--- src/rtl/g_reg_file_sb_if.sv ---
// g_reg_file_sb_if
// Bus bundle between the issue/writeback side (master) and the register file
// with scoreboard (slave).
//   rd_addr_i  : N_RD packed read addresses, port k at [k*A_W +: A_W]
//   rd_data_o  : N_RD packed read data, writeback-bypassed
//   rd_ready_o : per read port, data is final after this cycle's writebacks
//   res_en_i   : reserve request
//   res_addr_i : register to reserve
//   res_full_o : reservation counter of res_addr_i is saturated
//   wb_en_i    : per writeback port enable
//   wb_addr_i  : N_WB packed writeback addresses
//   wb_data_i  : N_WB packed writeback data
//   busy_o     : per register, reservation counter is non-zero
interface g_reg_file_sb_if #(
  parameter int W_OPR = 32,
  parameter int N_REG = 32,
  parameter int A_W   = 5,
  parameter int N_RD  = 2,
  parameter int N_WB  = 2
);

  logic [N_RD*A_W-1:0]   rd_addr_i;
  logic [N_RD*W_OPR-1:0] rd_data_o;
  logic [N_RD-1:0]       rd_ready_o;
  logic                  res_en_i;
  logic [A_W-1:0]        res_addr_i;
  logic                  res_full_o;
  logic [N_WB-1:0]       wb_en_i;
  logic [N_WB*A_W-1:0]   wb_addr_i;
  logic [N_WB*W_OPR-1:0] wb_data_i;
  logic [N_REG-1:0]      busy_o;

  modport master (
    output rd_addr_i, res_en_i, res_addr_i, wb_en_i, wb_addr_i, wb_data_i,
    input  rd_data_o, rd_ready_o, res_full_o, busy_o
  );

  modport slave (
    input  rd_addr_i, res_en_i, res_addr_i, wb_en_i, wb_addr_i, wb_data_i,
    output rd_data_o, rd_ready_o, res_full_o, busy_o
  );

endinterface

--- src/rtl/g_reg_file_sb.sv ---
// g_reg_file_sb
// General register file with a per-register reservation counter, so several
// in-flight writes to one register are tracked. Reads are combinational and
// bypass same-cycle writebacks. Register 0 can be hard-wired to zero.
// Ports:
//   clk   : clock, rising edge
//   reset : asynchronous, active-low reset (clears data and counters)
//   bus   : g_reg_file_sb_if slave modport (read, reserve, writeback, busy)
module g_reg_file_sb #(
  parameter int W_OPR   = 32,
  parameter int N_REG   = 32,
  parameter int A_W     = 5,
  parameter int N_RD    = 2,
  parameter int N_WB    = 2,
  parameter int CNT_W   = 2,
  parameter int ZERO_R0 = 1
) (
  input  logic             clk,
  input  logic             reset,
  g_reg_file_sb_if.slave   bus
);

  localparam int CNT_MAX = (1 << CNT_W) - 1;

  logic [W_OPR-1:0] data_q [N_REG];
  logic [CNT_W-1:0] cnt_q  [N_REG];
  logic [CNT_W-1:0] cnt_d  [N_REG];

  logic [N_RD*W_OPR-1:0] rd_data_v;
  logic [N_RD-1:0]       rd_ready_v;
  logic [N_REG-1:0]      busy_v;

  // An address takes part in reserve/writeback/tracking only if it maps to a
  // real register that is not the hard-wired zero register.
  function automatic logic addr_ok(input logic [A_W-1:0] a);
    return (int'(a) < N_REG) && !((ZERO_R0 != 0) && (a == '0));
  endfunction

  // Next counter value: +1 for an accepted reserve, -1 per writeback hit,
  // clamped to [0, CNT_MAX] so stray writebacks never wrap the counter.
  always_comb begin
    int t;
    t = 0;
    for (int r = 0; r < N_REG; r++) begin
      t = int'(cnt_q[r]);
      if (bus.res_en_i && addr_ok(bus.res_addr_i) && (int'(bus.res_addr_i) == r)
          && (int'(cnt_q[r]) != CNT_MAX))
        t = t + 1;
      for (int k = 0; k < N_WB; k++) begin
        if (bus.wb_en_i[k] && addr_ok(bus.wb_addr_i[k*A_W +: A_W])
            && (int'(bus.wb_addr_i[k*A_W +: A_W]) == r))
          t = t - 1;
      end
      if (t < 0) t = 0;
      if (t > CNT_MAX) t = CNT_MAX;
      cnt_d[r] = CNT_W'(t);
    end
  end

  // State registers. Writeback ports are applied in ascending order so the
  // highest-index port wins when several target the same register.
  always_ff @(posedge clk or negedge reset) begin
    if (!reset) begin
      for (int r = 0; r < N_REG; r++) begin
        data_q[r] <= '0;
        cnt_q[r]  <= '0;
      end
    end else begin
      for (int r = 0; r < N_REG; r++) begin
        cnt_q[r] <= cnt_d[r];
      end
      for (int k = 0; k < N_WB; k++) begin
        if (bus.wb_en_i[k] && addr_ok(bus.wb_addr_i[k*A_W +: A_W]))
          data_q[bus.wb_addr_i[k*A_W +: A_W]] <= bus.wb_data_i[k*W_OPR +: W_OPR];
      end
    end
  end

  // Read ports: bypass from the highest-index hitting writeback, and call the
  // data final once this cycle's writebacks retire every outstanding write.
  // Invalid and zero-register addresses keep the defaults (0, ready).
  always_comb begin
    logic [A_W-1:0] a;
    int hits;
    rd_data_v  = '0;
    rd_ready_v = '1;
    a          = '0;
    hits       = 0;
    for (int p = 0; p < N_RD; p++) begin
      a    = bus.rd_addr_i[p*A_W +: A_W];
      hits = 0;
      if (addr_ok(a)) begin
        rd_data_v[p*W_OPR +: W_OPR] = data_q[a];
        for (int k = 0; k < N_WB; k++) begin
          if (bus.wb_en_i[k] && (bus.wb_addr_i[k*A_W +: A_W] == a)) begin
            rd_data_v[p*W_OPR +: W_OPR] = bus.wb_data_i[k*W_OPR +: W_OPR];
            hits = hits + 1;
          end
        end
        rd_ready_v[p] = (int'(cnt_q[a]) - hits) <= 0;
      end
    end
  end

  always_comb begin
    busy_v = '0;
    for (int r = 0; r < N_REG; r++) begin
      busy_v[r] = (cnt_q[r] != '0);
    end
  end

  assign bus.rd_data_o  = rd_data_v;
  assign bus.rd_ready_o = rd_ready_v;
  assign bus.busy_o     = busy_v;
  assign bus.res_full_o = addr_ok(bus.res_addr_i)
                          && (int'(cnt_q[bus.res_addr_i]) == CNT_MAX);

endmodule
--- src/flat_wrapper.sv ---
// flat-port wrapper written by rule: the top's interface ports become plain ports
module g_reg_file_sb_flat 
#(
  parameter int W_OPR   = 32,
  parameter int N_REG   = 32,
  parameter int A_W     = 5,
  parameter int N_RD    = 2,
  parameter int N_WB    = 2,
  parameter int CNT_W   = 2,
  parameter int ZERO_R0 = 1
)
  (clk, reset, bus_rd_addr_i, bus_res_en_i, bus_res_addr_i, bus_wb_en_i, bus_wb_addr_i, bus_wb_data_i, bus_rd_data_o, bus_rd_ready_o, bus_res_full_o, bus_busy_o);
  g_reg_file_sb_if #(.W_OPR(W_OPR), .N_REG(N_REG), .A_W(A_W), .N_RD(N_RD), .N_WB(N_WB)) bus_i ();
  input  logic clk;
  input  logic reset;
  input wire logic [$bits(bus_i.rd_addr_i)-1:0] bus_rd_addr_i;
  input wire logic [$bits(bus_i.res_en_i)-1:0] bus_res_en_i;
  input wire logic [$bits(bus_i.res_addr_i)-1:0] bus_res_addr_i;
  input wire logic [$bits(bus_i.wb_en_i)-1:0] bus_wb_en_i;
  input wire logic [$bits(bus_i.wb_addr_i)-1:0] bus_wb_addr_i;
  input wire logic [$bits(bus_i.wb_data_i)-1:0] bus_wb_data_i;
  output wire logic [$bits(bus_i.rd_data_o)-1:0] bus_rd_data_o;
  output wire logic [$bits(bus_i.rd_ready_o)-1:0] bus_rd_ready_o;
  output wire logic [$bits(bus_i.res_full_o)-1:0] bus_res_full_o;
  output wire logic [$bits(bus_i.busy_o)-1:0] bus_busy_o;
  assign bus_i.rd_addr_i = bus_rd_addr_i;
  assign bus_i.res_en_i = bus_res_en_i;
  assign bus_i.res_addr_i = bus_res_addr_i;
  assign bus_i.wb_en_i = bus_wb_en_i;
  assign bus_i.wb_addr_i = bus_wb_addr_i;
  assign bus_i.wb_data_i = bus_wb_data_i;
  assign bus_rd_data_o = bus_i.rd_data_o;
  assign bus_rd_ready_o = bus_i.rd_ready_o;
  assign bus_res_full_o = bus_i.res_full_o;
  assign bus_busy_o = bus_i.busy_o;
  g_reg_file_sb #(.W_OPR(W_OPR), .N_REG(N_REG), .A_W(A_W), .N_RD(N_RD), .N_WB(N_WB), .CNT_W(CNT_W), .ZERO_R0(ZERO_R0)) u_core (.clk(clk), .reset(reset), .bus(bus_i));
endmodule
--- config.mk ---
export PLATFORM = sky130hd
export DESIGN_NAME = g_reg_file_sb_flat
export DESIGN_NICKNAME = d
export VERILOG_FILES = /design/src/rtl/g_reg_file_sb_if.sv /design/src/rtl/g_reg_file_sb.sv /design/src/flat_wrapper.sv
export SDC_FILE = /design/constraint.sdc
export NUM_CORES = 2
export LEC_CHECK = 0
export ABC_AREA = 0
export ABC_CLOCK_PERIOD_IN_PS = 4500
export CAP_MARGIN = 20
export CORE_ASPECT_RATIO = 0.6
export CORE_MARGIN = 3
export CORE_UTILIZATION = 35
export DETAILED_ROUTE_END_ITERATION = 10
export HOLD_SLACK_MARGIN = 0.02
export PLACE_DENSITY = 0.53
export SYNTH_ARGS = -nofsm -noshare
export SYNTH_HDL_FRONTEND = slang
export SYNTH_SLANG_ARGS = --single-unit
--- constraint.sdc ---
create_clock -name clk -period 4.5 [get_ports clk]
set_input_delay 0.675 -clock clk [delete_from_list [all_inputs] [get_ports clk]]
set_output_delay 0.675 -clock clk [all_outputs]
set_load 0.1 [all_outputs]
# Word level (Yosys, flattened, before mapping)
# Cells that the tools add are included.
# op_classes
add_sub_neg,100
order_cmp,73
n_eq_ne,130
n_mux,199
bitwise,5
reduce_logical,181
# op_table
op,count
two-way mux 32 bit,114
bitwise mux 1024 bit,2
two-way mux 1024 bit,2
"subtractor 32 x 2 -> 32 bit, second input constant",64
"> comparator 32 x 3 -> 1 bit, second input constant",32
"< comparator 32 x 1 -> 1 bit, second input constant",32
binary-select mux 32 bit (select 5 bit),2
demux 32 bit (select 5 bit),2
"equality test 5 bit, second input constant",48
logical AND 1 bit,138
"equality test 5 x 4 -> 1 bit, second input constant",24
"adder 2 x 1 -> 3 bit, second input constant",32
two-way mux 3 bit,32
two-way mux 2 bit,38
"adder 32 x 2 -> 32 bit, second input constant",2
"<= comparator 32 x 1 -> 1 bit, second input constant",2
"!= test 2 x 1 -> 1 bit, second input constant",32
nonzero test 2 bit,32
subtractor 3 x 32 -> 32 bit,2
"equality test 5 x 3 -> 1 bit, second input constant",12
zero test 5 bit,8
binary-select mux 2 bit (select 5 bit),3
"equality test 5 x 2 -> 1 bit, second input constant",6
">= comparator 6 bit, second input constant",5
other kinds (7),22
# totals
regBits,1088
inputBits,94
out_inout_bits,99
wordCells,752

# Logic depth before layout (Yosys ltp)
# depth
depth_word,14
ltp_mapped,15
depth_no_buf,13

# Least setup slack after synthesis
# Ideal clock, no wire load.
# synth_path
kind,input to output
start,input port bus_wb_addr_i[1]
end,output port bus_rd_data_o[10]
arrival_time_ns,3.707
setup_slack_ns,0.118
stages,9
path_cell_list,buf_2 -> buf_2 -> xnor2_1 -> and3_1 -> clkbuf_1 -> or3_1 -> clkbuf_2 -> clkbuf_1 -> o221ai_1
# synth_between
elab_chain_cells,5
# synth_lines
element,line,rtl
start: declaration,flat_wrapper.sv:20,input wire logic [$bits(bus_i.wb_addr_i)-1:0] bus_wb_addr_i;
equality test 5 bit,g_reg_file_sb.sv:95,if (bus.wb_en_i[k] && (bus.wb_addr_i[k*A_W +: A_W] == a)) begin
logical AND 1 bit,g_reg_file_sb.sv:95,
two-way mux 32 bit (2 in series),g_reg_file_sb.sv:95,
two-way mux 32 bit,g_reg_file_sb.sv:92,if (addr_ok(a)) begin
end: declaration,flat_wrapper.sv:22,output wire logic [$bits(bus_i.rd_data_o)-1:0] bus_rd_data_o;
# No other way between the ends.

# Worst setup path after layout
# layout_path
start,input port bus_wb_addr_i[5]
end,output port bus_rd_data_o[33]
# layout_between
elab_chain_cells,4
# layout_lines
element,line
equality test 5 bit,g_reg_file_sb.sv:95
logical AND 1 bit,g_reg_file_sb.sv:95
two-way mux 32 bit,g_reg_file_sb.sv:95
two-way mux 32 bit,g_reg_file_sb.sv:92
# No other way between the ends.

==> run metrics <==
outcome=complete, no violations; Max-slew headroom=0.163; Slowest-stage cell, CP=nor4_1; R2R Setup Slk=1100 ps; clock slew at reported path FFs=60 ps; Arr. time, crit path=3720 ps; startpoint types=input pin; CP required=3830 ps; most common cell after layout, fill and taps aside=nand2_1; placed cells=10,700; RSZ-0062 raised after global routing=no; Top delay family on crit path=simple AND/OR/NAND/NOR gates; DRT iter0 DRCs=9,998; clk_skew=10.9 ps; Leakage=37.1 nW; critical path peak fanout=10; Layout fillers=20,600; H-tree Lvls=3; clk sink count=1,088; RePlAce Congestion=0.953; critical path endpoint=bus_rd_data_o[33]; Worst Setup SP=bus_wb_addr_i[5]; initial antenna violation count=23; Synth Flop Type=dfrtp_1; io pins=193; first-pass GRT wire length=486 mm; FF/Latch Area=0.0272 sq mm; hold crit path type=reg -> reg; number of synthesized register bits=1,088; detailed-route DRC error count=0; WP buf/inv=3; port buffer count=192; Pwr Total=0.0390 W; die area=0.225 sq mm; maximum clock path buffer count=3; clk_lat worst skew=790 ps; final hold violations=0; hold_ws=395 ps; Die X=611 um; CP peak stage delay=770 ps; YS warnings=0; min Tclk post-route=4400 ps; Worst-Margin Slew=1250 ps; clk root buf=clkbuf_16; NumNets Final=8,198; largest net degree at the start of global routing=135; area of the multi-input gates=0.0460 sq mm; Final Cycle Share=0.977; Via density=6.33; sequential fraction of the synthesis area=0.354; final wirelength=340 mm; Levels on crit path=9; row cnt=132; xor/xnor share of the synthesized area=0.0124; Pins Over Slew Limit=0; Synth Cell Area=0.0769 sq mm; CTS tree=yes; VDD IR max=340 uV; via count=69,200; Pwr per Cell Area=442 mW/mm^2; post-synthesis simple-gate area fraction=0.152; Cells after Synth=8,082; Initial Util=0.354; antenna-violating nets left=0; setup bufs post-CTS=0; setup TNS=0 ps; Detailed Routing Iterations Pass 1=6; mux contribution to synthesized area=0.264; largest family of logic cells by synthesized area=multiplexers; Num CTS Buffers=119; crit-path cells=clkdlybuf4s50_1 > xor2_1 > nor4_1 > a31oi_4 > nand3b_1 > nand2b_1 > nand3_1 > buf_4 > buf_12; WS Path Type=in -> out; endpoints failing setup=0; Reg-to-Reg Start=u_core.cnt_q[10]; overall global routing resource usage=0.295; Post-Layout Cell Count=10,900; Yosys cell types=107; Critical Path Sink Type=primary output; Die Height=369 um; Core Area=0.217 sq mm; P&R area growth vs syn=14.9%; most frequent cells in the layout=nand2_1, dfrtp_1, mux4_2, nor2_1, o21ai_0; R2R Path End=u_core.cnt_q[11]; average cell area after synthesis=9.51 sq um; adder-cell area share of the yosys netlist=0.0264; placed wire-length estimate=221 mm; R2R cell count=11; grt ovf=0; max-capacitance violation count=0; layout cells sized above 1=0.188; Async SR Flop Fraction=1.00; EDFF count, synth=0; post-synthesis compound-gate area fraction=0.134; number of global-route vias before repair=65,200; Fmax=227 MHz; routed len/inst=31.1 um
## worst register-to-register path: stages, from the launching register on
cell	delay (ps)
dfrtp_1	490
ha_1	260
or3b_2	480
or3_1	390
mux2i_1	390
ha_1	340
nor3_1	190
nand3_1	100
mux2i_1	240
o21ai_0	150
o32ai_1	140
a21oi_1	120
## cells in the mapped netlist, types with 46 or more instances
cell type     n  area [sq um]
mux4_2      648         14600
a22oi_1      75           563
o21ai_0     576          2880
a31oi_1     469          2930
o31ai_1      46           345
dfrtp_1    1088         27200
inv_1       179           672
clkbuf_1    666          2500
xnor2_1      78           683
ha_1        162          2030
nand3_1     126           631
mux2i_1     530          5310
nand2_1    1553          5830
nor3_1       67           335
a21oi_1     255          1280
buf_2       151           756
nor2_1      631          2370
buf_1        91           342
## sequential cells by signal, summed over array words and instances (netlist names)
name / count
u_core.data_q: 1024
u_core.cnt_q: 64
## layer usage
| metal | GRT usage | wire, um | part of all wire | vias to the layer above |
|---|---|---|---|---|
| met4 | 0.123 | 15500 | 0.046 | 2 |
| li1 | - | - | - | 29000 |
| met3 | 0.0970 | 44900 | 0.13 | 833 |
| met2 | 0.419 | 143000 | 0.42 | 4683 |
| met1 | 0.409 | 137000 | 0.40 | 34700 |
| met5 | 0 | 13 | 0.000038 | - |
## power by group
| group | switching, W | internal (W) |
|---|---|---|
| clock | 0.00474 | 0.00638 |
| combinational | 0.00751 | 0.00602 |
| sequential | 0.00216 | 0.0122 |
## kinds of logic (layout without fill, tap and decap cells)
kind of cell             count (synthesis)  count (layout)
AND/OR/NAND/NOR                       2712            2712
buffers and inverters                 1102            1008
adder cells (fa/ha/maj)                162             162
flip-flops                            1088            1088
other                                    1              75
XOR/XNOR                               106             106
multiplexers                          1214            1214
AO/OA/AOI/OAI                         1697            1697
## worst min-delay path by stage
stage	start	cells after the start	slack (ps)	endpoint
after floorplan	reset	0	380	u_core.cnt_q[0]
after global placement	u_core.data_q[1019]	0	380	u_core.data_q[1019]
after detailed placement	u_core.data_q[1023]	0	380	u_core.data_q[1023]
after CTS	reset	2	380	u_core.data_q[132]
after global routing	u_core.data_q[995]	0	410	u_core.data_q[995]
final	u_core.data_q[1001]	0	390	u_core.data_q[1001]
## repair_timing
item,CTS,global route
hold buffers,1,0
gates resized for setup,0,0
hold endpoints to repair,16,0
## through the flow
step	util	area (sq um)	setup WS [ps]
floorplan	-	77100	118
global placement	0.387	84000	212
detailed placement	0.387	84000	189
CTS	0.407	88300	183
global route	0.407	88300	140
finish	0.407	88300	102
## layout make-up
cell class                 count  area share
timing repair buffer         597      0.0729
tap                         2881      0.0408
multi-input combinational   5953       0.521
antenna                       13    0.000368
inverter                     183     0.00778
sequential                  1088       0.308
clock buffer                 167      0.0388
clock inverter                61      0.0100
Note: power is estimated with default switching activity, not from simulation.
